==> src/rtl/cordic_seq_ctrl.sv <==
// Control FSM sequencing one CORDIC operation: operand accept/load, NITER micro-rotations
// driven through an external iteration counter, then result presentation under valid/ready.
module cordic_seq_ctrl #(
  parameter int unsigned NITER = 16,
  parameter int unsigned CW    = 4
) (
  input  logic          clock,
  input  logic          reset,
  input  logic          in_valid,
  output logic          in_ready,
  input  logic          abort,
  input  logic [CW-1:0] count,
  output logic          cnt_start,
  output logic          cnt_enable,
  output logic          load,
  output logic          iter_en,
  output logic          iter_last,
  output logic          out_valid,
  input  logic          out_ready,
  output logic          busy
);

  typedef enum logic [1:0] {StIdle, StIter, StDone} state_e;

  // NITER == 2**CW truncates cleanly to all-ones.
  localparam logic [CW-1:0] LastCount = CW'(NITER - 1);

  state_e state_q, state_d;

  always_ff @(posedge clock) begin
    if (reset) begin
      state_q <= StIdle;
    end else begin
      state_q <= state_d;
    end
  end

  always_comb begin
    state_d    = state_q;
    in_ready   = 1'b0;
    cnt_start  = 1'b0;
    cnt_enable = 1'b0;
    load       = 1'b0;
    iter_en    = 1'b0;
    iter_last  = 1'b0;
    out_valid  = 1'b0;
    busy       = 1'b0;

    if (reset) begin
      // While reset is held the block looks idle and refuses to start an operation.
      in_ready = 1'b1;
      state_d  = StIdle;
    end else begin
      unique case (state_q)
        StIdle: begin
          in_ready = 1'b1;
          if (in_valid) begin
            load       = 1'b1;
            cnt_start  = 1'b1;
            cnt_enable = 1'b1;
            state_d    = StIter;
          end
        end
        StIter: begin
          busy       = 1'b1;
          cnt_enable = 1'b1;
          iter_last  = (count == LastCount);
          if (abort) begin
            state_d = StIdle;
          end else begin
            iter_en = 1'b1;
            if (iter_last) begin
              state_d = StDone;
            end
          end
        end
        StDone: begin
          busy = 1'b1;
          if (abort) begin
            state_d = StIdle;
          end else begin
            out_valid = 1'b1;
            if (out_ready) begin
              state_d = StIdle;
            end
          end
        end
        default: begin
          state_d = StIdle;
        end
      endcase
    end
  end

endmodule

==> config.mk <==
export PLATFORM = sky130hd
export DESIGN_NAME = cordic_seq_ctrl
export DESIGN_NICKNAME = d
export VERILOG_FILES = /design/src/rtl/cordic_seq_ctrl.sv
export SDC_FILE = /design/constraint.sdc
export NUM_CORES = 1
export LEC_CHECK = 0
export CAP_MARGIN = 20
export CORE_AREA = 4 4 41 43
export DETAILED_ROUTE_END_ITERATION = 8
export DIE_AREA = 0 0 45 47
export PLACE_DENSITY_LB_ADDON = 0.2
export SETUP_SLACK_MARGIN = 0.5
export SKIP_LAST_GASP = 1
export SLEW_MARGIN = 20
export SYNTH_ARGS = -nofsm -noshare
export SYNTH_HDL_FRONTEND = slang
export SYNTH_SLANG_ARGS = --single-unit
==> constraint.sdc <==
create_clock -name clock -period 1.57 [get_ports clock]
set_clock_uncertainty 0.15 [all_clocks]
set_input_delay 0.314 -clock clock [delete_from_list [all_inputs] [get_ports clock]]
set_output_delay 0.314 -clock clock [all_outputs]
set_load 0.02 [all_outputs]
Word level (Yosys, flattened, before mapping):

Cells that the tools add are included.

* register bits: 2
* latch bits: 0
* bits in writable memories: 0
* memory bits (read-only): 0
* input port bits: 9
* output and inout port bits: 8
* word-level logic and storage cells: 32
* memories kept: 0

* add/sub/neg operators: 0
* $mul: 0
* divide/modulo/power cells: 0
* magnitude comparators: 0
* equal/unequal tests: 6
* shift operators: 0
* mux-type cells: 22
* bitwise gates (word level): 0
* reduce and logical (&&, ||, !) cells: 3

Operators with widths (number)
* 1-bit 2-to-1 mux: 15
* 2-bit 2-to-1 mux: 5
* 3-bit != test, second input constant: 2
* 2-bit case mux with 3 select lines: 1
* 4-bit == test, second input constant: 1
* 3-bit AND reduction: 1
* 2-bit by 1-bit == test with 1-bit output, second input constant: 1
* 2-bit == test, second input constant: 1
* 2-bit logical NOT: 1
* 2-bit != test, second input constant: 1
* 1-bit case mux with 2 select lines: 1
* 2-bit OR reduction: 1

Longest topological paths before layout:

Gate-level depths: netlist (run 1).

* word-level depth: 4
* mapped depth: 5
* mapped depth without buffers: 5

Worst setup path before layout (run 1):

Ideal clock, no wire load.

* kind: register to output
* from: register state_q[1]
* to: output load
* arrival: 1226 ps
* data required time: 1106 ps
* setup slack: -120 ps
* cell stages (with the launch flop): 6
* path buffers: 1
* cell sequence: dfxtp_1 > inv_1 > ha_1 > nand2_1 > nor2_1 > buf_4

* longest elaborated chain between the ends: 3

Ends and longest elaborated chain
* start, declared: line 28 `state_e state_q, state_d;`
* start signal, assigned: line 32 `state_q <= StIdle;`
* start signal, assigned: line 34 `state_q <= state_d;`
* 2-bit logical NOT
* 1-bit 2-to-1 mux (2 in series)
* end, declared: line 15 `output logic load,`

Every way passes these cells.

Final worst setup path (run 1):

* from: register state_q[1]
* to: output in_ready

* longest elaborated chain between the ends: 3

Ends and longest elaborated chain
* 2-bit logical NOT: line 54 `unique case (state_q)`
* 1-bit 2-to-1 mux: line 54
* 1-bit 2-to-1 mux: line 49 `if (reset) begin`
* end, declared: line 10 `output logic in_ready,`

Every way passes these cells.

==> out/metrics.csv, run 1 <==
metric,value,unit
leakage,0.309,nW
track_usage,0.103,
core,0.00130,sq mm
antenna_found_initial,0,
ys_types,20,
final_area,721,sq um
via_per_inst,4.30,
drt-pass1-iter-count,4,
outcome,"finished, violations left",
finalSetupViolCount,6,
clock_latency,0.22,ns
clkTransAtPathRegs,0.03,ns
drt-wirelength-per-cell,12.9,microns
ant_nets,0,
placed_cell_area,553,sq um
worst-setup-path-type,flip-flop to output pin,
max_slew_margin,0.853,
hold_violations,0,
drc,0,
port_buffers,16,
power.density,709,mW/mm^2
required,1.11,ns
worst_slew_pin_slew,0.221,ns
cp.arrival,1.15,ns
max_freq,619,MHz
largest_register_ffs,2,
gr-total-overflow,0,
cts_hold_buf,0,
maxSlewViolCount,0,
fin_nets,77,
gp_congestion,0.751,
max_cap_violations,0,
ys_ff_latch,2,
ys_seq_area_frac,0.160,
hp-class,flip-flop to flip-flop,
clockBufferDepth,2,
finalCritPeriodShare,1.03,
preCtsSetupSlack,-0.630,ns
initial_core_util,0.192,
worstSetupStartpointType,flip-flop,
r2r_slack,0.07,ns
ir_drop,0.423,mV
h-tree-depth,1,
cts_buffers,3,
crit_path_end_kind,output pin,
hpwlAfterDp,669,microns
dieArea,0.00212,sq mm
die_x,45,microns
top_register,state_q,
grt_max_degree,9,
reg.largest.list,state_q: 2 flops,
area_growth,188,%
drt_wl_total,996,microns
cts-root-buf,clkbuf_4,
io_pins,17,
rsz0062_at_grt,yes,
cts_tree,yes,
synth_nets,44,
synth_cells,31,
fill_cells,131,
syn_area,250,sq um
yosysWarnings,0,
vias,331,
avgSynthCellArea,8.07,sq um
layout_setup_ws,-0.0457,ns
cp_max_fo,3,
period_minus_slack,1.62,ns
drt_iter0_markers,3,
final.setup.tns,-0.145,ns
fp-row-count,13,
grt_pass1_wl,1500,microns
diodes,0,
fp.dieH,47,microns
clkSinkCount,2,
drive_above_1_share,0.758,
violations,negative setup slack,
grt_pass1_vias,356,
-- power by group --
group          internal (W)  total (W)  switching (W)  leakage, nW
Sequential        0.0000595  0.0000701      0.0000106       0.0178
Clock             0.0000843   0.000112      0.0000282       0.0138
Combinational      0.000187   0.000328       0.000141        0.278
Total              0.000331   0.000511       0.000180        0.309
-- per-layer routing --
metal	up-vias	wire [microns]	global-route usage
li1	171	-	-
met1	148	296	0.0860
met2	12	633	0.218
met3	0	65	0.0153
met4	0	0	0.0702
met5	-	0	0
-- cell usage after synthesis, drive strengths merged --
cell | n | area share
ha | 4 | 0.20
nand2b | 4 | 0.10
inv | 3 | 0.045
nor2 | 3 | 0.045
a221oi | 2 | 0.095
dfxtp | 2 | 0.16
nor2b | 2 | 0.050
nor3b | 2 | 0.080
a211o | 1 | 0.035
a21oi | 1 | 0.020
buf | 1 | 0.030
clkbuf | 1 | 0.015
mux2i | 1 | 0.040
nand2 | 1 | 0.015
nand4 | 1 | 0.025
o21ai | 1 | 0.020
or2 | 1 | 0.025
-- cell type report --
class                           instances  area [sq um]  area share
Multi-Input combinational cell         24           327       0.453
Tap cell                               15          18.8      0.0260
Inverter                                3          18.8      0.0260
Timing Repair Buffer                   30           287       0.398
Sequential cell                         2          47.5      0.0660
Clock buffer                            3          22.5      0.0313
-- path summary, 6_finish.rpt --
check / endpoint / from / cells after the start
worst min-delay path: state_q[1] / state_q[1] / 3
worst min register to register: state_q[1] / state_q[1] / 3
worst max register to register: state_q[0] / state_q[0] / 5
worst max-delay path: in_ready / state_q[1] / 4
-- through the flow --
step                      hold WS [ns]  std cells  utilization  total power (W)
after floorplan                  0.314         31            -         0.000207
after global placement           0.335         69        0.425         0.000294
after detailed placement         0.352         69        0.425         0.000298
after CTS                        0.461         77        0.513         0.000494
after global routing             0.497         77        0.554         0.000547
final                            0.482         77        0.554         0.000511
-- critical path, cell delays in order, from the launching register on --
cell,delay [ns]
dfxtp_4,0.37
inv_6,0.05
ha_4,0.16
or2_4,0.22
buf_6,0.13
-- cell usage in the layout (no fill, tap or decap), drive strengths merged --
cell            n
or2             1
a21oi           1
a221oi          2
o21ai           1
nand2b          4
buf            22
dfxtp           2
ha              4
a211o           1
mux2i           1
nor2b           2
clkbuf          3
nor2            3
inv             3
dlygate4sd2     7
nand2           1
nor3b           2
clkdlybuf4s50   1
nand4           1
-- timing repair --
item | 4_1_cts | 5_1_grt
setup buffers | 5 | 0
gates resized for setup | 63 | 11
setup endpoints to repair | 10 | 10
pin swaps | 7 | 3
-- cell families after synthesis --
| group | synth area share |
|---|---|
| adder cells (fa/ha/maj) | 0.200 |
| buffers and inverters | 0.0900 |
| multiplexers | 0.0400 |
| flip-flops | 0.160 |
| AND/OR/NAND/NOR | 0.340 |
| AO/OA/AOI/OAI | 0.170 |
(Power assumes the default switching activity.)
==> inputs of run 2 (changes only) <==
Settings changed: ABC_AREA from default to 1, PLACE_DENSITY_LB_ADDON 0.2 to default.
==> out/metrics.csv, run 2 <==
metric,value,unit,change
r2r-end,state_q[1],,
avgSynthCellArea,5.70,sq um,-29%
crit_path_end_kind,output pin,,
yosys.area.top_type,ha_1,,
ys_seq_area_frac,0.156,,-0.00390
required,1.11,ns,about the same
drt_iter0_markers,1,,-2
cp.buffers_inverters,4,,+2
grt_pass1_wl,1440,microns,-4.1%
drt_wl_total,821,microns,-18%
gr-total-overflow,0,,unchanged
min_to,state_q[0],,
drt-pass1-iter-count,2,,-2
path_delay_family,buffers and inverters,,
clock_latency,0.22,ns,about the same
io_pins,17,,unchanged
rsz0062_at_grt,yes,,
core,0.00130,sq mm,unchanged
cpMaxStageDelayCell,dfxtp_2,,
syn_area,256,sq um,+2.5%
critPathMaxStageDelay,0.32,ns,-0.05 ns
synth_flop_cell,dfxtp_1,,
vias,363,,+9.7%
max_cap_violations,0,,unchanged
placed_cell_area,617,sq um,+12%
gp_congestion,0.786,,+4.6%
worstSetupStartpointType,flip-flop,,
max_freq,616,MHz,-0.53%
port_buffers,16,,unchanged
synth_nets,58,,+32%
finalNonFillerCells,93,,+21%
synthArstFlopShare,0,,unchanged
period_minus_slack,1.62,ns,+0.00859 ns
hp-class,flip-flop to flip-flop,,
finalCritPeriodShare,1.03,,+0.00547
clockBufferDepth,2,,unchanged
layout_setup_ws,-0.0543,ns,-0.00859 ns
violations,negative setup slack,,
maxSlewViolCount,0,,unchanged
grt_pass1_vias,380,,+6.7%
cts_hold_buf,0,,unchanged
worst-setup-path-type,flip-flop to output pin,,
synth_area_leaders,"ha_1 (20%), nor2_1 (19%), dfxtp_1 (16%)",,
ys_types,14,,-30%
area_growth,178,%,
synth_top_family_by_area,simple AND/OR/NAND/NOR gates,,
via_per_inst,3.90,,-9.2%
finalSetupViolCount,5,,-1
drive_above_1_share,0.679,,-0.0786
met1Wirelength,287,microns,-3.0%
outcome,"finished, violations left",,
ant_nets,0,,unchanged
routed.top_layer,met3,,
cp.arrival,1.16,ns,about the same
max_slew_margin,0.859,,+0.00640
ys_ff_latch,2,,unchanged
cts-root-buf,clkbuf_4,,
top_register,state_q,,
dp_cells,87,,+26%
clkSinkCount,2,,unchanged
grt_max_degree,5,,-4
worst_slew_pin_slew,0.211,ns,-0.0104 ns
hold_path_depth,2,,-1
reg.largest.list,state_q: 2 flops,,
final_common_cell,buf_4,,
fp.dieH,47,microns,unchanged
whs,0.376,ns,-0.107 ns
cp_max_fo,3,,unchanged
cts_buffers,3,,unchanged
final_area,713,sq um,-1.0%
drt-wirelength-per-cell,8.83,microns,-32%
path_cells,inv_4 -> ha_4 -> inv_4 -> buf_6 -> a21oi_2 -> buf_4,,
h-tree-depth,1,,unchanged
synth_cells,45,,+45%
clkTransAtPathRegs,0.03,ns,about the same
synthAdderAreaFrac,0.195,,-0.00488
layout_common_cells,"buf_4 (16), nor2_1 (7), buf_6 (7), nor2_4 (5), nand2_2 (5)",,
track_usage,0.0954,,-0.00789
ir_drop,0.555,mV,+31%
synth_edf_count,0,,unchanged
largest_register_ffs,2,,unchanged
fp-row-count,13,,unchanged
netlist_top_cells_count,"nor2_1 (13), inv_1 (7), nand2_1 (7)",,
initial_core_util,0.197,,+0.00481
synth-simple-area-share,0.410,,+0.0698
fin_nets,93,,+21%
dr_wl_met2,461,microns,-27%
diodes,0,,unchanged
drc,0,,unchanged
hpwlAfterDp,678,microns,+1.3%
synth_mux_area_frac,0,,-0.0400
synth_most_common_cell,nor2_1,,
yosys.area.top_type_share,0.195,,-0.00488
r2r_slack,0.08,ns,about the same
cts_tree,yes,,
synth_compound_gate_area_share,0.0780,,-0.0920
reg2reg_depth,10,,+5
yosysWarnings,0,,unchanged
wl_met3,72,microns,+11%
path_common_cell,inv_4,,
dieArea,0.00212,sq mm,unchanged
hp-start,state_q[0],,
die_x,45,microns,unchanged
synth_xor_area_frac,0,,unchanged
leakage,0.356,nW,+15%
r2r-start,state_q[1],,
antenna_found_initial,0,,unchanged
hold_violations,0,,unchanged
power.density,1010,mW/mm^2,+43%
run 2: cell types whose count changed after synthesis, sizes merged, moves of 2 or more:
cell    previous run  this run
nor3b              2         0
nand2              1         9
nor2               3        14
nand2b             4         0
inv                3         8
a221oi             2         0
nor2b              2         0
run 2: cell type report:
type,count,area (sq um)
clock buffers,3,22.5
fillers,128,588
inverters,9,43.8
multi-input cells,33,302
flip-flops and latches,2,45.0
well taps,15,18.8
repair buffers,31,282
run 2: timing repair:
action,CTS,global route
endpoints found under the setup margin,10,10
gates resized for setup,57,10
setup buffers,2,1
pin swaps,6,6
run 2: power breakdown:
part           internal (W)  switching (W)  total (W)
logic              0.000265       0.000257   0.000522
registers         0.0000708      0.0000184  0.0000892
clock network     0.0000840      0.0000251   0.000109
run 2: worst register-to-register path, delay by kind of cell (launching register included):
kind / cells / cell delay [ns]
adders and majority gates: 1 / 0.15
buffers and inverters: 4 / 0.46
DFF: 1 / 0.32
and+or+nand+nor: 5 / 0.31
run 2: worst max-delay path by stage:
stage | start | to | slack (ns) | cells after the start
finish | state_q[1] | cnt_enable | -0.05 | 6
global route | state_q[1] | cnt_enable | -0.11 | 6
CTS | state_q[1] | iter_last | -0.08 | 5
detailed placement | reset | cnt_enable | -0.65 | 4
global placement | reset | cnt_enable | -0.65 | 4
floorplan | state_q[1] | iter_last | 0.14 | 4
run 2: logic make-up (layout without fill, tap and decap cells):
kind of cell,Yosys count,count (layout)
flip-flops,2,2
buffers and inverters,10,43
adder cells (fa/ha/maj),4,4
AND/OR/NAND/NOR,25,25
AO/OA/AOI/OAI,4,4
run 2: per-stage QoR:
| step | util | setup slack [ns] | TNS, ns | power [W] |
|---|---|---|---|---|
| 5_1_grt | 0.548 | -0.114 | -0.482 | 0.000789 |
| 6_report | 0.548 | -0.0543 | -0.113 | 0.000721 |
| 3_3_place_gp | 0.474 | -0.650 | -5.14 | 0.000528 |
| 3_5_place_dp | 0.474 | -0.652 | -5.10 | 0.000540 |
| 2_1_floorplan | - | 0.141 | 0 | 0.000366 |
| 4_1_cts | 0.513 | -0.0770 | -0.303 | 0.000701 |
run 2: layer usage:
metal | vias to the layer above | global-route usage
met5 | - | 0
met4 | 0 | 0.0526
met2 | 10 | 0.164
li1 | 200 | -
met1 | 153 | 0.0995
met3 | 0 | 0.0383
